--- src/rtl/mem_arbiter.sv ---
// Merges the CPU instruction-fetch and data ports onto one single-ported memory bus,
// with byte-lane alignment, stale-fetch abort and a watchdog on unacknowledged accesses.
module mem_arbiter #(
    parameter int TIMEOUT_CYCLES = 64,
    parameter int CNT_W          = 7
) (
    input  logic        clk,
    input  logic        nrst,
    // instruction fetch port
    input  logic        imem_ren,
    input  logic [31:0] imem_addr,
    output logic        ihit,
    output logic [31:0] imem_load,
    // data port
    input  logic        dmem_ren,
    input  logic        dmem_wen,
    input  logic [31:0] dmem_addr,
    input  logic [2:0]  dmem_width,
    input  logic [31:0] dmem_store,
    output logic        dhit,
    output logic [31:0] dmem_load,
    output logic        access_fault,
    // memory bus
    output logic [31:0] ram_addr,
    output logic        ram_ren,
    output logic        ram_wen,
    output logic [3:0]  ram_be,
    output logic [31:0] ram_store,
    input  logic [31:0] ram_load,
    input  logic        ram_ready
);

    typedef enum logic [1:0] {
        IDLE = 2'd0,
        DACC = 2'd1,
        IACC = 2'd2
    } state_t;

    localparam logic [CNT_W-1:0] LAST_CNT = CNT_W'(TIMEOUT_CYCLES - 1);

    state_t            r_state;
    state_t            w_next;

    logic [31:0]       r_addr;
    logic [2:0]        r_width;
    logic [31:0]       r_store;
    logic              r_wr;
    logic [CNT_W-1:0]  r_cnt;
    logic [31:0]       r_imem_load;
    logic [31:0]       r_dmem_load;

    logic              w_timeout;
    logic              w_done;
    logic              w_abort;
    logic              w_ihit;
    logic              w_dhit;
    logic [4:0]        w_shift;
    logic [3:0]        w_lane_be;
    logic [31:0]       w_lane_store;
    logic [31:0]       w_lane_load;
    logic [31:0]       w_iload;
    logic [31:0]       w_dload;

    // Completion: ram_ready wins over a same-cycle timeout, so a late acknowledge is never faulted.
    assign w_timeout = (r_cnt == LAST_CNT) && !ram_ready;
    assign w_done    = ram_ready || w_timeout;
    assign w_abort   = (r_state == IACC) && !ram_ready &&
                       (!imem_ren || (imem_addr != r_addr));
    assign w_ihit    = (r_state == IACC) && w_done && !w_abort;
    assign w_dhit    = (r_state == DACC) && w_done;
    assign w_iload   = ram_ready ? ram_load : 32'h0;
    assign w_dload   = ram_ready ? w_lane_load : 32'h0;

    // ------------------------------------------------------------------
    // FSM: state register
    // ------------------------------------------------------------------
    // NOTE: sequential state uses non-blocking assignments so every flop samples pre-edge values.
    always_ff @(posedge clk or negedge nrst) begin
        if (!nrst) begin
            r_state <= IDLE;
        end else begin
            r_state <= w_next;
        end
    end

    // ------------------------------------------------------------------
    // FSM: next-state logic
    // ------------------------------------------------------------------
    // NOTE: every combinational output gets a default first, so no path can infer a latch.
    always_comb begin
        w_next = r_state;
        unique case (r_state)
            IDLE: begin
                if (dmem_ren || dmem_wen) begin
                    w_next = DACC;
                end else if (imem_ren) begin
                    w_next = IACC;
                end
            end
            DACC: begin
                if (w_done) begin
                    w_next = IDLE;
                end
            end
            IACC: begin
                if (w_done || w_abort) begin
                    w_next = IDLE;
                end
            end
            default: w_next = IDLE;
        endcase
    end

    // ------------------------------------------------------------------
    // Request registers, watchdog counter and held load data
    // ------------------------------------------------------------------
    always_ff @(posedge clk or negedge nrst) begin
        if (!nrst) begin
            r_addr      <= 32'h0;
            r_width     <= 3'b000;
            r_store     <= 32'h0;
            r_wr        <= 1'b0;
            r_cnt       <= '0;
            r_imem_load <= 32'h0;
            r_dmem_load <= 32'h0;
        end else begin
            if (r_state == IDLE) begin
                r_cnt <= '0;
                if (dmem_ren || dmem_wen) begin
                    r_addr  <= dmem_addr;
                    r_width <= dmem_width;
                    r_store <= dmem_store;
                    r_wr    <= dmem_wen;
                end else if (imem_ren) begin
                    r_addr  <= imem_addr;
                    r_width <= 3'b010;
                    r_store <= 32'h0;
                    r_wr    <= 1'b0;
                end
            end else if (!ram_ready) begin
                r_cnt <= r_cnt + 1'b1;
            end

            if (w_ihit) begin
                r_imem_load <= w_iload;
            end
            if (w_dhit && !r_wr) begin
                r_dmem_load <= w_dload;
            end
        end
    end

    // ------------------------------------------------------------------
    // Byte-lane alignment of the latched data request
    // ------------------------------------------------------------------
    always_comb begin
        w_shift      = {r_addr[1:0], 3'b000};
        w_lane_be    = 4'b1111;
        w_lane_store = r_store;
        w_lane_load  = ram_load;
        // Width bit 2 is the datapath's sign flag and has no effect on lanes.
        casez (r_width)
            3'b?00: begin
                w_lane_be    = 4'b0001 << r_addr[1:0];
                w_lane_store = {24'h0, r_store[7:0]} << w_shift;
                w_lane_load  = (ram_load >> w_shift) & 32'h0000_00FF;
            end
            3'b?01: begin
                w_lane_be    = 4'b0011 << r_addr[1:0];
                w_lane_store = {16'h0, r_store[15:0]} << w_shift;
                w_lane_load  = (ram_load >> w_shift) & 32'h0000_FFFF;
            end
            default: begin
                w_lane_be    = 4'b1111;
                w_lane_store = r_store;
                w_lane_load  = ram_load;
            end
        endcase
    end

    // ------------------------------------------------------------------
    // FSM: outputs
    // ------------------------------------------------------------------
    always_comb begin
        ram_addr     = 32'h0;
        ram_ren      = 1'b0;
        ram_wen      = 1'b0;
        ram_be       = 4'b0000;
        ram_store    = 32'h0;
        ihit         = w_ihit;
        dhit         = w_dhit;
        access_fault = (w_ihit || w_dhit) && !ram_ready;
        imem_load    = w_ihit ? w_iload : r_imem_load;
        dmem_load    = (w_dhit && !r_wr) ? w_dload : r_dmem_load;
        unique case (r_state)
            DACC: begin
                ram_addr  = {r_addr[31:2], 2'b00};
                ram_ren   = !r_wr;
                ram_wen   = r_wr;
                ram_be    = w_lane_be;
                ram_store = r_wr ? w_lane_store : 32'h0;
            end
            IACC: begin
                ram_addr  = {r_addr[31:2], 2'b00};
                ram_ren   = 1'b1;
                ram_be    = 4'b1111;
            end
            default: begin
                ram_addr  = 32'h0;
            end
        endcase
    end

endmodule

--- config.mk ---
export PLATFORM = sky130hd
export DESIGN_NAME = mem_arbiter
export DESIGN_NICKNAME = d
export VERILOG_FILES = /design/src/rtl/mem_arbiter.sv
export SDC_FILE = /design/constraint.sdc
export NUM_CORES = 1
export LEC_CHECK = 0
export CAP_MARGIN = 20
export CORE_MARGIN = 2
export CORE_UTILIZATION = 35
export CTS_CLUSTER_SIZE = 24
export DETAILED_ROUTE_END_ITERATION = 16
export PLACE_DENSITY = 0.66
export SYNTH_ARGS = -nofsm -noshare
export SYNTH_HDL_FRONTEND = slang
export SYNTH_SLANG_ARGS = --single-unit
--- constraint.sdc ---
create_clock -name clk -period 2.8 [get_ports clk]
set_clock_uncertainty 0.05 [all_clocks]
set_input_delay 0.56 -clock clk [delete_from_list [all_inputs] [get_ports clk]]
set_output_delay 0.56 -clock clk [all_outputs]
set_load 0.01 [all_outputs]
==> impl_metrics.ini, run 1 <==
[logic_synthesis]
ys_seq_area_frac = 0.4864
post-synth-top-count-cell = sky130_fd_sc_hd__dfrtp_1
syn_area_per_cell_um2 = 9.579
syn-instance-count = 752
yosys_register_bits = 140
synth.top_cells.by_area = sky130_fd_sc_hd__dfrtp_1, sky130_fd_sc_hd__a22o_1, sky130_fd_sc_hd__o21ai_0
ys_async_sr_fraction = 1.000
synth_commonest_cells = sky130_fd_sc_hd__dfrtp_1, sky130_fd_sc_hd__nand2_1, sky130_fd_sc_hd__o21ai_0
synthDominantCellAreaShare = 0.4864
syn_area_um2 = 7203
synth_area_leader_cell = sky130_fd_sc_hd__dfrtp_1
synth_edf_count = 0
synth.yosys.warnings = 0
synth.distinct_cells = 41
ys.flop_type = sky130_fd_sc_hd__dfrtp_1

[critical_path]
ff2ff_path_depth = 11
endpoint_kind = output port
r2r_setup_slack_ns = 0.19
timing.critical_path.slowest_stage_cell = sky130_fd_sc_hd__clkdlybuf4s50_1
worstReg2RegStart = r_addr[23]
crit_required_ns = 2.19
worstPathCellList = clkdlybuf4s50_1, inv_1, a222oi_1, nand4_1, nor4_4, o21bai_4, buf_12, buf_16, a22o_4, buf_6
worstPathMaxFanout = 14
worst_setup_path_class = input port to output port
critical_path.startpoint_type = input port
r2r_end = r_imem_load[20]
critical_path.top_delay_family = buffers and inverters
cp_num_buf_inv = 5
timing.critical_path.slowest_cell_delay_ns = 0.48
worstPathArrival_ns = 2.82

[layout]
post-route-cell-area_um2 = 12890
syn_to_final_growth_pct = 78.98
fin_nets = 1288
drive_above_1_share = 0.3224
n_antenna_cell = 0

[pwr]
portion_of_total_power_attributed_to_the_clock_network = 0.181
p_leak_nw = 6.312
power_switching_share = 0.3896
total_internal_power_mw = 8.606
vdd_drop_max_uv = 485.6
power.switching_mw = 5.493
power_frac_seq = 0.256
power.total_mw = 14.10
p_comb_frac = 0.562
cellPowerDensity_nw_per_um2 = 1094

[floorplanning]
initial_utilization = 0.3560
die_h_um = 147.5
placementRows = 52
dieWidth_um = 147.5
core_um2 = 20230
die_area_um2 = 21740
io_pins = 274

[cts]
number_of_buffers_created_by_cts = 17
cts.sink_count = 140
tritoncts = built
clkLatencyLatePin_ns = 0.43
h_tree_level_count = 4
cts_buffer_depth = 2
clock-root-buffer = sky130_fd_sc_hd__clkbuf_16
cts.reportedPaths.clkPinSlew_ns = 0.07

[global_routing]
groute.usage.overall = 0.2460
antenna_found_initial = 0
grt_start_max_net_pins = 100
grt_pass1_vias = 7106
grt_overflow = 0
grt_pass1_wl_um = 41180

[place]
globalplace.congestion = 0.7973
placed_area_um2 = 10920
detailedPlacementHpwl_um = 18550
placement.io_buffers = 270

[route]
drcViolationCount = 0
routed_wirelength_um = 28710
first_iter_violations = 415
drtPass1Iterations = 5
ant_nets = 0
detailroute.via_count = 7381
avgRoutedWirePerCell_um = 20.08
routed_via_density = 5.162

[timing]
final_period_minus_worst_setup_slack_ns = 3.431
tightest_slew_ns = 0.5913
timing.final.ws_setup_ns = -0.6313
relSlewSlack = 0.6058
setup_viol = 45
rsz0062_at_grt = yes
post-route-period-util = 1.225
finalMaxSlewViolations = 0
max_clock_freq_mhz = 291.4
timing.final.hold_violations = 0

[flow_run]
max-cap-violations = 0

[outcome]
failed_checks = setup timing
outcome = finished with violations

[worst_hold_path]
min-delay-path-class = input port to async pin
-- kinds of logic (layout without fill, tap and decap cells) --
kind of cell | after synthesis | after routing | share of synthesized area
flops | 140 | 140 | 0.4864
xor+xnor | 32 | 32 | 0.03891
compound gates | 224 | 224 | 0.2154
fa+ha+maj | 4 | 4 | 0.006948
mux | 41 | 41 | 0.05697
simple gates | 239 | 242 | 0.1527
buf+inv | 71 | 475 | 0.04221
other cells | 1 | 2 | 0.0005206
-- registers in the layout (all words and copies together) (netlist names) --
register,count
r_addr,32
r_dmem_load,32
r_imem_load,32
r_store,32
r_cnt,7
r_state,2
r_width,2
r_wr,1
-- per-layer routing --
metal | GRT usage | vias to the layer above | part of all wire
li1 | - | 3456 | -
met1 | 0.3177 | 3558 | 0.41
met2 | 0.3935 | 319 | 0.48
met3 | 0.07901 | 48 | 0.085
met4 | 0.07981 | 0 | 0.025
met5 | 0 | - | 0
-- worst reg2reg max path, stage by stage, from the launching register on --
cell	delay, ns
sky130_fd_sc_hd__dfrtp_1	0.40
sky130_fd_sc_hd__xor2_1	0.18
sky130_fd_sc_hd__nor4_2	0.33
sky130_fd_sc_hd__buf_4	0.19
sky130_fd_sc_hd__nand3_4	0.07
sky130_fd_sc_hd__nor4_4	0.40
sky130_fd_sc_hd__o21bai_4	0.14
sky130_fd_sc_hd__buf_12	0.15
sky130_fd_sc_hd__buf_16	0.15
sky130_fd_sc_hd__a22o_1	0.20
sky130_fd_sc_hd__buf_4	0.14
sky130_fd_sc_hd__buf_4	0.12
-- what timing repair did --
action,4_1_cts,5_1_grt
pin swaps,18,56
gates cloned,6,10
hold buffers,0,0
gates resized for setup,416,230
buffers inserted,16,35
endpoints found under the setup margin,129,87
-- metrics by stage --
stage	hold WS (ns)	setup WS [ns]	setup TNS (ns)	util	cells
after global routing	0.07133	-0.7041	-25.96	0.6372	1430
after CTS	0.06395	-0.6908	-19.89	0.5861	1387
after global placement	0.4220	-0.9119	-42.42	0.5396	1333
final	0.04392	-0.6313	-20.68	0.6372	1430
after floorplan	0.2144	0.2244	0	-	753
after detailed placement	0.4252	-0.9412	-44.99	0.5396	1333
-- worst max-delay path by stage --
stage                        from            end  slack, ns  depth (start not counted)
floorplan           imem_addr[24]  imem_load[10]       0.22                          7
global placement    imem_addr[12]   imem_load[0]      -0.91                         10
detailed placement  imem_addr[23]   imem_load[9]      -0.94                         10
CTS                     r_addr[2]  imem_load[18]      -0.69                         11
global route           r_addr[23]   imem_load[8]      -0.70                         10
finish              imem_addr[18]   imem_load[8]      -0.63                         10
-- layout by cell type (no fill, tap or decap), types with 9 or more instances in the layout --
| cell | instances |
|---|---|
| sky130_fd_sc_hd__a22o_1 | 61 |
| sky130_fd_sc_hd__mux2i_1 | 41 |
| sky130_fd_sc_hd__buf_2 | 34 |
| sky130_fd_sc_hd__clkbuf_16 | 23 |
| sky130_fd_sc_hd__xor2_1 | 26 |
| sky130_fd_sc_hd__a21oi_1 | 9 |
| sky130_fd_sc_hd__o21ai_4 | 25 |
| sky130_fd_sc_hd__dlymetal6s2s_1 | 24 |
| sky130_fd_sc_hd__o21ai_0 | 52 |
| sky130_fd_sc_hd__buf_12 | 21 |
| sky130_fd_sc_hd__o21ai_2 | 13 |
| sky130_fd_sc_hd__buf_4 | 122 |
| sky130_fd_sc_hd__a22oi_1 | 25 |
| sky130_fd_sc_hd__dfrtp_1 | 139 |
| sky130_fd_sc_hd__clkbuf_2 | 10 |
| sky130_fd_sc_hd__inv_1 | 10 |
| sky130_fd_sc_hd__nand2_1 | 86 |
| sky130_fd_sc_hd__nor2_1 | 44 |
| sky130_fd_sc_hd__buf_6 | 39 |
| sky130_fd_sc_hd__and2_1 | 39 |
| sky130_fd_sc_hd__dlygate4sd2_1 | 48 |
| sky130_fd_sc_hd__clkdlybuf4s50_1 | 116 |
| sky130_fd_sc_hd__nand2_4 | 24 |
-- area by class of cell --
class | count | area (um^2)
flip-flops and latches | 140 | 3505
inverters | 12 | 45.04
well taps | 270 | 337.8
multi-input cells | 545 | 4139
clock inverters | 13 | 202.7
clock buffers | 19 | 452.9
repair buffers | 431 | 4210
fillers | 1629 | 7342
-- power groups by stage --
stage          clock [mW]  combinational, mW  sequential [mW]
2_1_floorplan           0               3.18             3.35
3_3_place_gp            0               6.51             3.49
3_5_place_dp            0               6.58             3.49
4_1_cts              2.59               6.81             3.49
5_1_grt              2.69               8.49             3.71
6_report             2.56               7.93             3.61
Note: power is estimated with default switching activity, not from simulation.
==> run 2: changes to the inputs <==
- CORE_MARGIN: 2 -> 5
==> run 2 against run 1 <==
  * The run still ends with setup timing left
  * Via count rose by 1.1%
  * Hold slack improved by 0.026 ns
  * Global-route usage down 1.6 points
  * Flip-flop and latch count unchanged
  * Utilization decreased by 0.67 points
  * Worst setup slack improved by 0.043 ns
  * Power shrank 1.2%
  * Cell count is 0.28% higher
  * Die area grew 8.3%
  * Count of clock-buffer cells in the layout grew 2
  * First-iteration DRC count is 12% higher
==> impl_metrics.ini, run 2 (synthesis results as in run 1) <==
[global_routing]
grt_pass1_wl_um = 42810
grt_pass1_vias = 7470
grt_overflow = 0
groute.usage.overall = 0.2303
antenna_found_initial = 0
grt_start_max_net_pins = 100

[route]
first_iter_violations = 464
detailroute.via_count = 7459
ant_nets = 0
routed_via_density = 5.202
avgRoutedWirePerCell_um = 20.45
drcViolationCount = 0
drtPass1Iterations = 7
routed_wirelength_um = 29330

[place]
dp_slack_ns = -0.9458
globalplace.congestion = 0.8278
detailedPlacementHpwl_um = 19490
placement.io_buffers = 270

[timing]
fin_setup_tns_ns = -19.94
timing.final.ws_setup_ns = -0.5881
max_clock_freq_mhz = 295.2
finalMaxSlewViolations = 0
finalHoldWorstSlack_ns = 0.06998
post-route-period-util = 1.210
timing.final.hold_violations = 0
rsz0062_at_grt = yes
tightest_slew_ns = 0.6175
relSlewSlack = 0.5883
setup_viol = 66
final_period_minus_worst_setup_slack_ns = 3.388

[critical_path]
timing.critical_path.slowest_stage_cell = sky130_fd_sc_hd__clkdlybuf4s50_1
cp_num_buf_inv = 4
crit_required_ns = 2.19
worstPathArrival_ns = 2.78
endpoint_kind = output port
worst_setup_path_class = input port to output port
worstPathMaxFanout = 5
critical_path.startpoint_type = input port
critical_path.top_delay_family = buffers and inverters
timing.critical_path.slowest_cell_delay_ns = 0.51
worstPathCellList = clkdlybuf4s50_1, nor2b_1, nor3_2, nand4_1, nor4_4, o21bai_4, buf_6, buf_6, a22o_4, buf_6
cp_common_cell = sky130_fd_sc_hd__buf_6

[floorplanning]
core_um2 = 20230
die_h_um = 153.5
dieWidth_um = 153.5
placementRows = 52
die_area_um2 = 23550
io_pins = 274
initial_utilization = 0.3560

[cts]
tritoncts = built
cts.reportedPaths.clkPinSlew_ns = 0.06
ctsHoldBuffers = 0
cts.sink_count = 140
clkLatencyLatePin_ns = 0.43
number_of_buffers_created_by_cts = 17
clock-root-buffer = sky130_fd_sc_hd__clkbuf_16
cts_buffer_depth = 2
h_tree_level_count = 4

[layout]
drive_above_1_share = 0.3316
fin_util = 0.6304
fin_nets = 1293
syn_to_final_growth_pct = 77.09
leading_cell_types_in_the_layout_fill_and_taps_excluded = sky130_fd_sc_hd__dfrtp_1, sky130_fd_sc_hd__buf_4, sky130_fd_sc_hd__clkdlybuf4s50_1, sky130_fd_sc_hd__nand2_1, sky130_fd_sc_hd__a22o_1
n_antenna_cell = 0
final_common_cell = sky130_fd_sc_hd__dfrtp_1

[pwr]
vdd_drop_max_uv = 442.1
cellPowerDensity_nw_per_um2 = 1092
p_leak_nw = 6.137
power.total_mw = 13.93

[outcome]
failed_checks = setup timing
outcome = finished with violations

[worst_hold_path]
min-delay-path-class = input port to async pin

[flow_run]
max-cap-violations = 0
==> run 2: changes by cell type in the layout (fill, tap and decap cells not counted), moves of 5 or more <==
| cell | before | now |
|---|---|---|
| sky130_fd_sc_hd__o221ai_1 | 3 | 8 |
| sky130_fd_sc_hd__o221ai_2 | 5 | 0 |
| sky130_fd_sc_hd__dlygate4sd2_1 | 48 | 56 |
| sky130_fd_sc_hd__buf_12 | 21 | 13 |
| sky130_fd_sc_hd__buf_4 | 122 | 132 |
| sky130_fd_sc_hd__buf_2 | 34 | 41 |
| sky130_fd_sc_hd__dlymetal6s2s_1 | 24 | 14 |
==> run 2: area by class of cell <==
type / count / area (um^2)
clock buffer: 21 / 460.4
clock inverter: 10 / 163.9
fill: 1628 / 7478
inverter: 12 / 45.04
multi-input combinational: 543 / 4106
sequential: 140 / 3506
tap: 270 / 337.8
timing repair buffer: 438 / 4136
==> run 2: worst register-to-register path: cells and delay by family (launching register included) <==
family	cells	cell delay (ns)
flops	1	0.35
simple gates	3	0.35
compound gates	2	0.39
fa+ha+maj	1	0.19
buf+inv	10	1.29
==> run 2: report_power, final <==
part / switching (mW) / internal (mW)
combinational: 3.82 / 4.02
sequential: 0.679 / 2.96
clock: 0.915 / 1.54
total: 5.42 / 8.51
==> run 2: layer usage <==
layer  global-route usage  wire (um)  vias to the layer above
met3              0.08453       2659                       53
met1               0.2939      11860                     3643
met2               0.3661      13960                      307
met5                    0          0                        -
met4              0.07149        840                        0
li1                     -          -                     3456
==> run 2: worst paths after layout <==
kind | startpoint | endpoint | slack, ns | cells after the start
max in group asynchronous | nrst | r_store[8] | 1.90 | 2
min | nrst | r_imem_load[9] | 0.07 | 1
min in group clk | r_dmem_load[5] | r_dmem_load[5] | 0.42 | 2
max reg2reg | r_cnt[1] | r_dmem_load[26] | 0.09 | 16
max | imem_addr[10] | imem_load[1] | -0.59 | 10
min reg2reg | r_dmem_load[5] | r_dmem_load[5] | 0.42 | 2
==> run 2: timing repair <==
action	CTS	global route
buffers inserted	24	28
gates resized for setup	483	165
pin swaps	20	59
gates cloned	5	10
endpoints found under the setup margin	134	91
==> run 2: per-stage QoR <==
| stage | instance area (um^2) | instances |
|---|---|---|
| floorplan | 7207 | 753 |
| global placement | 10930 | 1339 |
| detailed placement | 10930 | 1339 |
| CTS | 11810 | 1398 |
| global route | 12760 | 1434 |
| finish | 12760 | 1434 |
